==> src/rtl/vga_sync.sv <==
// ---------------------------------------------------------------------------
// vga_sync
//   VGA timing generator (default 640x480 @ 60 Hz from a 100 MHz clock).
//   A free-running 2-bit divider produces a one-clk pixel strobe every
//   4 clocks. Horizontal and vertical counters advance on that strobe.
//   The sync outputs are registered from the counters' next-state values, so
//   they line up exactly with the x/y values they describe.
//
// Ports
//   clk        in   system clock, rising edge
//   reset      in   asynchronous, active-low reset
//   hsync      out  horizontal sync, active-low, registered
//   vsync      out  vertical sync, active-low, registered
//   video_on   out  current (x,y) is inside the visible area
//   p_tick     out  pixel strobe, one clk wide, every 4th clk
//   frame_tick out  one-clk pulse in the cycle before (x,y) wraps to (0,0)
//   x          out  horizontal pixel count, 0..H_TOTAL-1
//   y          out  vertical line count, 0..V_TOTAL-1
// ---------------------------------------------------------------------------
module vga_sync #(
    parameter int H_DISPLAY = 640,
    parameter int H_FRONT   = 16,
    parameter int H_SYNC    = 96,
    parameter int H_BACK    = 48,
    parameter int V_DISPLAY = 480,
    parameter int V_FRONT   = 10,
    parameter int V_SYNC    = 2,
    parameter int V_BACK    = 33
) (
    input  logic       clk,
    input  logic       reset,
    output logic       hsync,
    output logic       vsync,
    output logic       video_on,
    output logic       p_tick,
    output logic       frame_tick,
    output logic [9:0] x,
    output logic [9:0] y
);

    localparam int H_TOTAL_I = H_DISPLAY + H_FRONT + H_SYNC + H_BACK;
    localparam int V_TOTAL_I = V_DISPLAY + V_FRONT + V_SYNC + V_BACK;

    localparam logic [9:0] H_MAX      = 10'(H_TOTAL_I - 1);
    localparam logic [9:0] V_MAX      = 10'(V_TOTAL_I - 1);
    localparam logic [9:0] H_VIS      = 10'(H_DISPLAY);
    localparam logic [9:0] V_VIS      = 10'(V_DISPLAY);
    localparam logic [9:0] HS_START   = 10'(H_DISPLAY + H_FRONT);
    localparam logic [9:0] HS_END     = 10'(H_DISPLAY + H_FRONT + H_SYNC - 1);
    localparam logic [9:0] VS_START   = 10'(V_DISPLAY + V_FRONT);
    localparam logic [9:0] VS_END     = 10'(V_DISPLAY + V_FRONT + V_SYNC - 1);

    logic [1:0] r_div;
    logic [9:0] r_x;
    logic [9:0] r_y;
    logic       r_hsync;
    logic       r_vsync;

    logic       w_p_tick;
    logic       w_x_end;
    logic       w_y_end;
    logic [9:0] w_x_next;
    logic [9:0] w_y_next;

    assign w_p_tick = (r_div == 2'd3);
    assign w_x_end  = (r_x == H_MAX);
    assign w_y_end  = (r_y == V_MAX);

    always_comb begin
        w_x_next = r_x;
        w_y_next = r_y;
        if (w_p_tick) begin
            w_x_next = w_x_end ? 10'd0 : r_x + 10'd1;
            // y only moves on the last pixel of a line
            if (w_x_end)
                w_y_next = w_y_end ? 10'd0 : r_y + 10'd1;
        end
    end

    always_ff @(posedge clk or negedge reset) begin
        if (!reset) begin
            r_div   <= 2'd0;
            r_x     <= 10'd0;
            r_y     <= 10'd0;
            r_hsync <= 1'b1;
            r_vsync <= 1'b1;
        end else begin
            r_div   <= r_div + 2'd1;
            r_x     <= w_x_next;
            r_y     <= w_y_next;
            // Decoding next-state counters keeps syncs aligned with x/y
            r_hsync <= !((w_x_next >= HS_START) && (w_x_next <= HS_END));
            r_vsync <= !((w_y_next >= VS_START) && (w_y_next <= VS_END));
        end
    end

    assign hsync      = r_hsync;
    assign vsync      = r_vsync;
    assign x          = r_x;
    assign y          = r_y;
    assign p_tick     = w_p_tick;
    assign video_on   = (r_x < H_VIS) && (r_y < V_VIS);
    assign frame_tick = w_p_tick && w_x_end && w_y_end;

endmodule

==> config.mk <==
export PLATFORM = sky130hd
export DESIGN_NAME = vga_sync
export DESIGN_NICKNAME = d
export VERILOG_FILES = /design/src/rtl/vga_sync.sv
export SDC_FILE = /design/constraint.sdc
export NUM_CORES = 1
export LEC_CHECK = 0
export ABC_AREA = 0
export BUFFER_PORTS_ARGS = -buffer_cell sky130_fd_sc_hd__buf_2
export CAP_MARGIN = 25
export CORE_MARGIN = 3
export CORE_UTILIZATION = 45
export DETAILED_ROUTE_END_ITERATION = 10
export PLACE_DENSITY_LB_ADDON = 0.25
export REMOVE_ABC_BUFFERS = 1
export SYNTH_ARGS = -nofsm -noshare
export SYNTH_HDL_FRONTEND = slang
export SYNTH_SLANG_ARGS = --single-unit
==> constraint.sdc <==
create_clock -name clk -period 2.28 [get_ports clk]
set_input_delay 0.57 -clock clk [delete_from_list [all_inputs] [get_ports clk]]
set_output_delay 0.57 -clock clk [all_outputs]
set_load 0.02 [all_outputs]
Word level (Yosys, flattened, before mapping)
Index checks and enable logic that the tools add are counted.
{ "totals": {"ff_bits": 24, "wordCells": 29, "output_inout_bits": 25, "input_bits": 2} }
{ "op_classes": {"n_eq_ne": 3, "add_sub_neg": 3, "reduce_logical": 7, "order_cmp": 6, "muxes": 5} }
{ "op_table": {"columns": ["operator", "n"], "rows": [
  ["2-to-1 mux 10 bit", 5],
  ["adder 10 x 1 -> 10 bit (second input constant)", 2],
  ["== test 10 bit (second input constant)", 2],
  ["greater-or-equal comparator 10 bit (second input constant)", 1],
  ["greater-or-equal comparator 10 x 9 -> 1 bit (second input constant)", 1],
  ["<= comparator 10 bit (second input constant)", 1],
  ["<= comparator 10 x 9 -> 1 bit (second input constant)", 1],
  ["< comparator 10 bit (second input constant)", 1],
  ["< comparator 10 x 9 -> 1 bit (second input constant)", 1],
  ["logical AND 1 bit", 5],
  ["adder 2 x 1 -> 2 bit (second input constant)", 1],
  ["== test 2 bit (second input constant)", 1],
  ["zero test 1 bit", 2]
]} }

Depth between registers and ports, before layout
{ "depth": {"ltp_word": 7, "depth_mapped": 8, "ltp_nobuf": 7} }

Worst setup path after synthesis
No wires, ideal clock.
{ "synth_path": {"path_type": "flip-flop to flip-flop", "from": "register r_div[0]", "to": "register r_vsync (netlist: vsync)", "path_stages_with_launch": 8, "setup_time_ns": 0.092, "path_buffers": 1, "arrival_time_ns": 2.302, "period_less_slack_ns": 2.394, "required_ns": 2.188, "path_slack_ns": -0.114, "path_cell_list": "dfrtp_1 ha_1 buf_4 nand3_4 or4_4 or4_4 a221oi_2 nand4_1"} }
{ "synth_via": {"elab_chain_len": 5, "word_cells_on_any_way": 6, "classes_between": "order compare (2); eq/ne (1); mux (1); reduce/logical (2)"} }
{ "synth_lines": {"columns": ["element", "line_no", "rtl"], "rows": [
  ["from (decl)", "53", "logic [1:0] r_div;"],
  ["from (signal assigned)", "88", "r_div <= r_div + 2'd1;"],
  ["== test 2 bit *", "65", "assign w_p_tick = (r_div == 2'd3);"],
  ["net p_tick", "35", "output logic p_tick,"],
  ["2-to-1 mux 10 bit *", "72", "if (w_p_tick) begin"],
  ["greater-or-equal comparator 10 x 9 -> 1 bit or <= comparator 10 x 9 -> 1 bit (tied branches)", "93", "r_vsync <= !((w_y_next >= VS_START) && (w_y_next <= VS_END));"],
  ["logical AND 1 bit *", "93", null],
  ["zero test 1 bit *", "93", null],
  ["to (signal assigned)", "93", null],
  ["to (decl)", "57", "logic r_vsync;"]
]} }
Mark *: on every way through the listed nets, which the timed path passes. The rest lies on a longest branch.

Worst setup path in the final report
{ "layout_path": {"from": "register r_x[0] (netlist: x[0])", "to": "output frame_tick"} }
{ "layout_via": {"elab_chain_len": 3} }
{ "layout_lines": {"columns": ["element", "line_no", "rtl"], "rows": [
  ["from (decl)", "54", "logic [9:0] r_x;"],
  ["from (signal assigned)", "89", "r_x <= w_x_next;"],
  ["== test 10 bit", "66", "assign w_x_end = (r_x == H_MAX);"],
  ["logical AND 1 bit (2 in series)", "103", "assign frame_tick = w_p_tick && w_x_end && w_y_end;"],
  ["to (decl)", "36", "output logic frame_tick,"]
]} }
No other way between the ends.

==> reports/qor.tcl <==
set qor(insertedDiodeCount) 0
set qor(dominantRegCellSynth) {sky130_fd_sc_hd__dfrtp_1}
set qor(ant_nets) 0
set qor(total_global_routing_overflow) 0
set qor(synth_top_area_share_pct) 37.74
set qor(setup-violations-final) 1
set qor(timing.clock.skew_ps) 7.133
set qor(maxCapViolations) 0
set qor(fraction_of_layout_instances_using_a_drive_strength_above_1_pct) 36.60
set qor(die_x_um) 62.94
set qor(wl_per_cell_um) 14.29
set qor(design.final.nets) 201
set qor(ctsHoldBuffers) 0
set qor(clock-sinks) 24
set qor(grt_pass1_vias) 1182
set qor(clockRootBuffer) {sky130_fd_sc_hd__clkbuf_4}
set qor(filler_cell_count_in_the_final_layout) 282
set qor(worst_slack_ps) -79.93
set qor(place_congestion) 0.8106
set qor(clk-insertion-delay-late_ps) 320
set qor(synth.avg_cell_area_um2) 9.598
set qor(crit_arrival_ps) 1790
set qor(crit_path_top_delay_cell) {sky130_fd_sc_hd__or4_4}
set qor(critPathBufInv) 1
set qor(share_seq_of_total_power_pct) 57.1
set qor(tritoncts) {yes}
set qor(p_switching_mw) 0.1422
set qor(yosys-top-cells-area) {sky130_fd_sc_hd__dfrtp_1, sky130_fd_sc_hd__xnor2_1, sky130_fd_sc_hd__nand4_1, sky130_fd_sc_hd__dfstp_2, sky130_fd_sc_hd__nand2_1}
set qor(floorplan.io_pins) 27
set qor(hold_path.class) {in -> async}
set qor(dieArea_um2) 3961
set qor(drt_drc_violations_left) 0
set qor(yosys.cell_types.count) 49
set qor(grt_util_all_layers_pct) 17.20
set qor(failing_checks) {negative setup slack}
set qor(clock_power_share_pct) 41.8
set qor(report.final.slew_viol_count) 0
set qor(grt_first_pass_wirelength_um) 5513
set qor(timing.max_slew.rel_slack_pct) 63.50
set qor(floorplan.initialDensity_pct) 47.40
set qor(register_area_share_after_synthesis_pct) 41.34
set qor(die_y_um) 62.94
set qor(ff2ff_path_depth) 6
set qor(p_int_mw) 0.6041
set qor(vdd.ir_drop.worst_uv) 197.8
set qor(core_region_area_um2) 3078
set qor(detailroute.via_count) 1312
set qor(crit_path_cell_trace) {ha_2, nand3_4, or4_4, nor2_4, buf_6}
set qor(post-synth-top-count-cell) {sky130_fd_sc_hd__dfrtp_1}
set qor(via_per_inst) 5.513
set qor(drt_first_iter_violations) 61
set qor(criticalPathCategory) {reg -> out}
set qor(row_count) 20
set qor(p_per_area_nw_per_um2) 402.7
set qor(cts_buffers) 3
set qor(yosysTopAreaCell) {sky130_fd_sc_hd__dfrtp_1}
set qor(path_delay_family) {simple AND/OR/NAND/NOR gates}
set qor(clk_transition_reported_paths_ps) 140
set qor(ys_seq_elements) 24
set qor(grt_start_max_net_pins) 25
set qor(dr.pass1.iters) 4
set qor(power.combinational.fraction_pct) 1.2
set qor(critPathLaunchType) {register}
set qor(power.switching_fraction_pct) 19.05
set qor(hold_viol) 0
set qor(period_minus_slack_ps) 2360
set qor(synth_async_sr_flop_share_pct) 100.0
set qor(ctsLongestPathBuffers) 2
set qor(achievable-frequency_mhz) 423.7
set qor(postLayoutCoreUtil_pct) 60.20
set qor(critical_path.max_stage_delay_ps) 520
set qor(totalWireLength_um) 3400
set qor(post_synth_most_frequent_cells) {sky130_fd_sc_hd__dfrtp_1, sky130_fd_sc_hd__nand2_1, sky130_fd_sc_hd__nor2_1}
set qor(syn-instance-count) 152
set qor(required_ps) 1710
set qor(power_mw) 0.7463
set qor(initial_antenna_violation_count) 0
set qor(synth-edff-count) 0
set qor(crit_fanout) 3
set qor(grt_setup_unrepaired) {yes}
set qor(layout-area-overhead-vs-synth_pct) 27.02
set qor(finalCritPeriodShare_pct) 103.5
set qor(netlist_area_um2) 1459
set qor(hpwl_um) 2344
set qor(power_leakage_nw) 0.8138
set qor(outcome) {finished with violations}
set qor(place.port_buffers) 26
set qor(end_kind) {output port}
set qor(critical_path_cell_count) 5
set qor(yosys_warnings) 0
set qor(htreeDepth) 1
set qor(tightest_slew_ps) 547.6
cell type report:
cell class                 instances  area, um2  share of cell area (%)
clock inverter                     1      30.03                   1.621
clock buffer                       3      22.52                   1.215
sequential                        24      603.1                   32.55
multi-input combinational        113      818.3                   44.16
timing repair buffer              49      309.0                   16.68
inverter                           4      15.01                  0.8103
tap                               44      55.05                   2.971
registers in the layout, summed over array words and instances (netlist names):
signal and cells:
x 10, hsync 1, y 10, r_div 2, vsync 1
layer usage:
metal	wire (um)	global-route usage, %
met1	1584	23.12
met2	1639	28.19
met3	148	3.058
met4	28	4.959
met5	0	0
power groups by stage:
stage / Combinational [mW] / Sequential (mW) / Clock [mW]
after global routing: 0.0105 / 0.426 / 0.345
after CTS: 0.00976 / 0.426 / 0.320
after detailed placement: 0.00976 / 0.434 / 0
after floorplan: 0.000000226 / 0.434 / 0
final: 0.00874 / 0.426 / 0.312
after global placement: 0.00925 / 0.434 / 0
final timing paths:
kind / startpoint / end / slack [ps]
max reg2reg: x[0] / vsync / 70
min reg2reg: r_div[1] / r_div[1] / 550
max: x[0] / frame_tick / -80
max in group asynchronous: reset / vsync / 1690
min: reset / y[0] / 210
min in group clk: r_div[1] / r_div[1] / 550
per-stage QoR:
step	instance area, um2	setup WS, ps	hold slack (ps)	instances	setup TNS (ps)
detailed placement	1702	74.44	422.7	227	0
global placement	1702	121.5	413.1	227	0
finish	1853	-79.93	211.7	238	-79.93
CTS	1818	-50.37	234.0	235	-50.37
global route	1853	-156.3	225.5	238	-156.3
floorplan	1396	-367.0	274.4	141	-1562
kinds of logic after synthesis:
kind of cell | count (synthesis) | share of synthesized area (%)
compound gates | 23 | 10.89
xor+xnor | 12 | 7.204
fa+ha+maj | 4 | 3.431
buf+inv | 15 | 5.317
flops | 24 | 41.34
mux | 2 | 1.458
simple gates | 72 | 30.36
layout by cell type (no fill, tap or decap), types with 2 or more instances in the layout:
cell,netlist,final
sky130_fd_sc_hd__inv_1,4,2
sky130_fd_sc_hd__inv_2,0,2
sky130_fd_sc_hd__nor2_1,13,12
sky130_fd_sc_hd__clkbuf_4,0,3
sky130_fd_sc_hd__buf_4,3,23
sky130_fd_sc_hd__a21oi_1,2,2
sky130_fd_sc_hd__nand3_1,7,7
sky130_fd_sc_hd__xor2_1,2,2
sky130_fd_sc_hd__or4_4,2,2
sky130_fd_sc_hd__dfrtp_1,22,22
sky130_fd_sc_hd__nor3_1,5,5
sky130_fd_sc_hd__nand2_1,14,14
sky130_fd_sc_hd__nand4b_1,2,2
sky130_fd_sc_hd__nor4_1,3,3
sky130_fd_sc_hd__o21ai_0,9,9
sky130_fd_sc_hd__or4_1,2,2
sky130_fd_sc_hd__nand4_1,9,9
sky130_fd_sc_hd__xnor2_1,10,10
sky130_fd_sc_hd__ha_2,0,2
sky130_fd_sc_hd__buf_2,2,25
sky130_fd_sc_hd__dfstp_2,2,2
repair_timing:
item / in CTS / in global routing
resized for setup: 8 / 4
endpoints found under the setup margin: 1 / 2
pin swaps: 4 / 3
buffers inserted: 4 / 3
(Power assumes the default switching activity.)
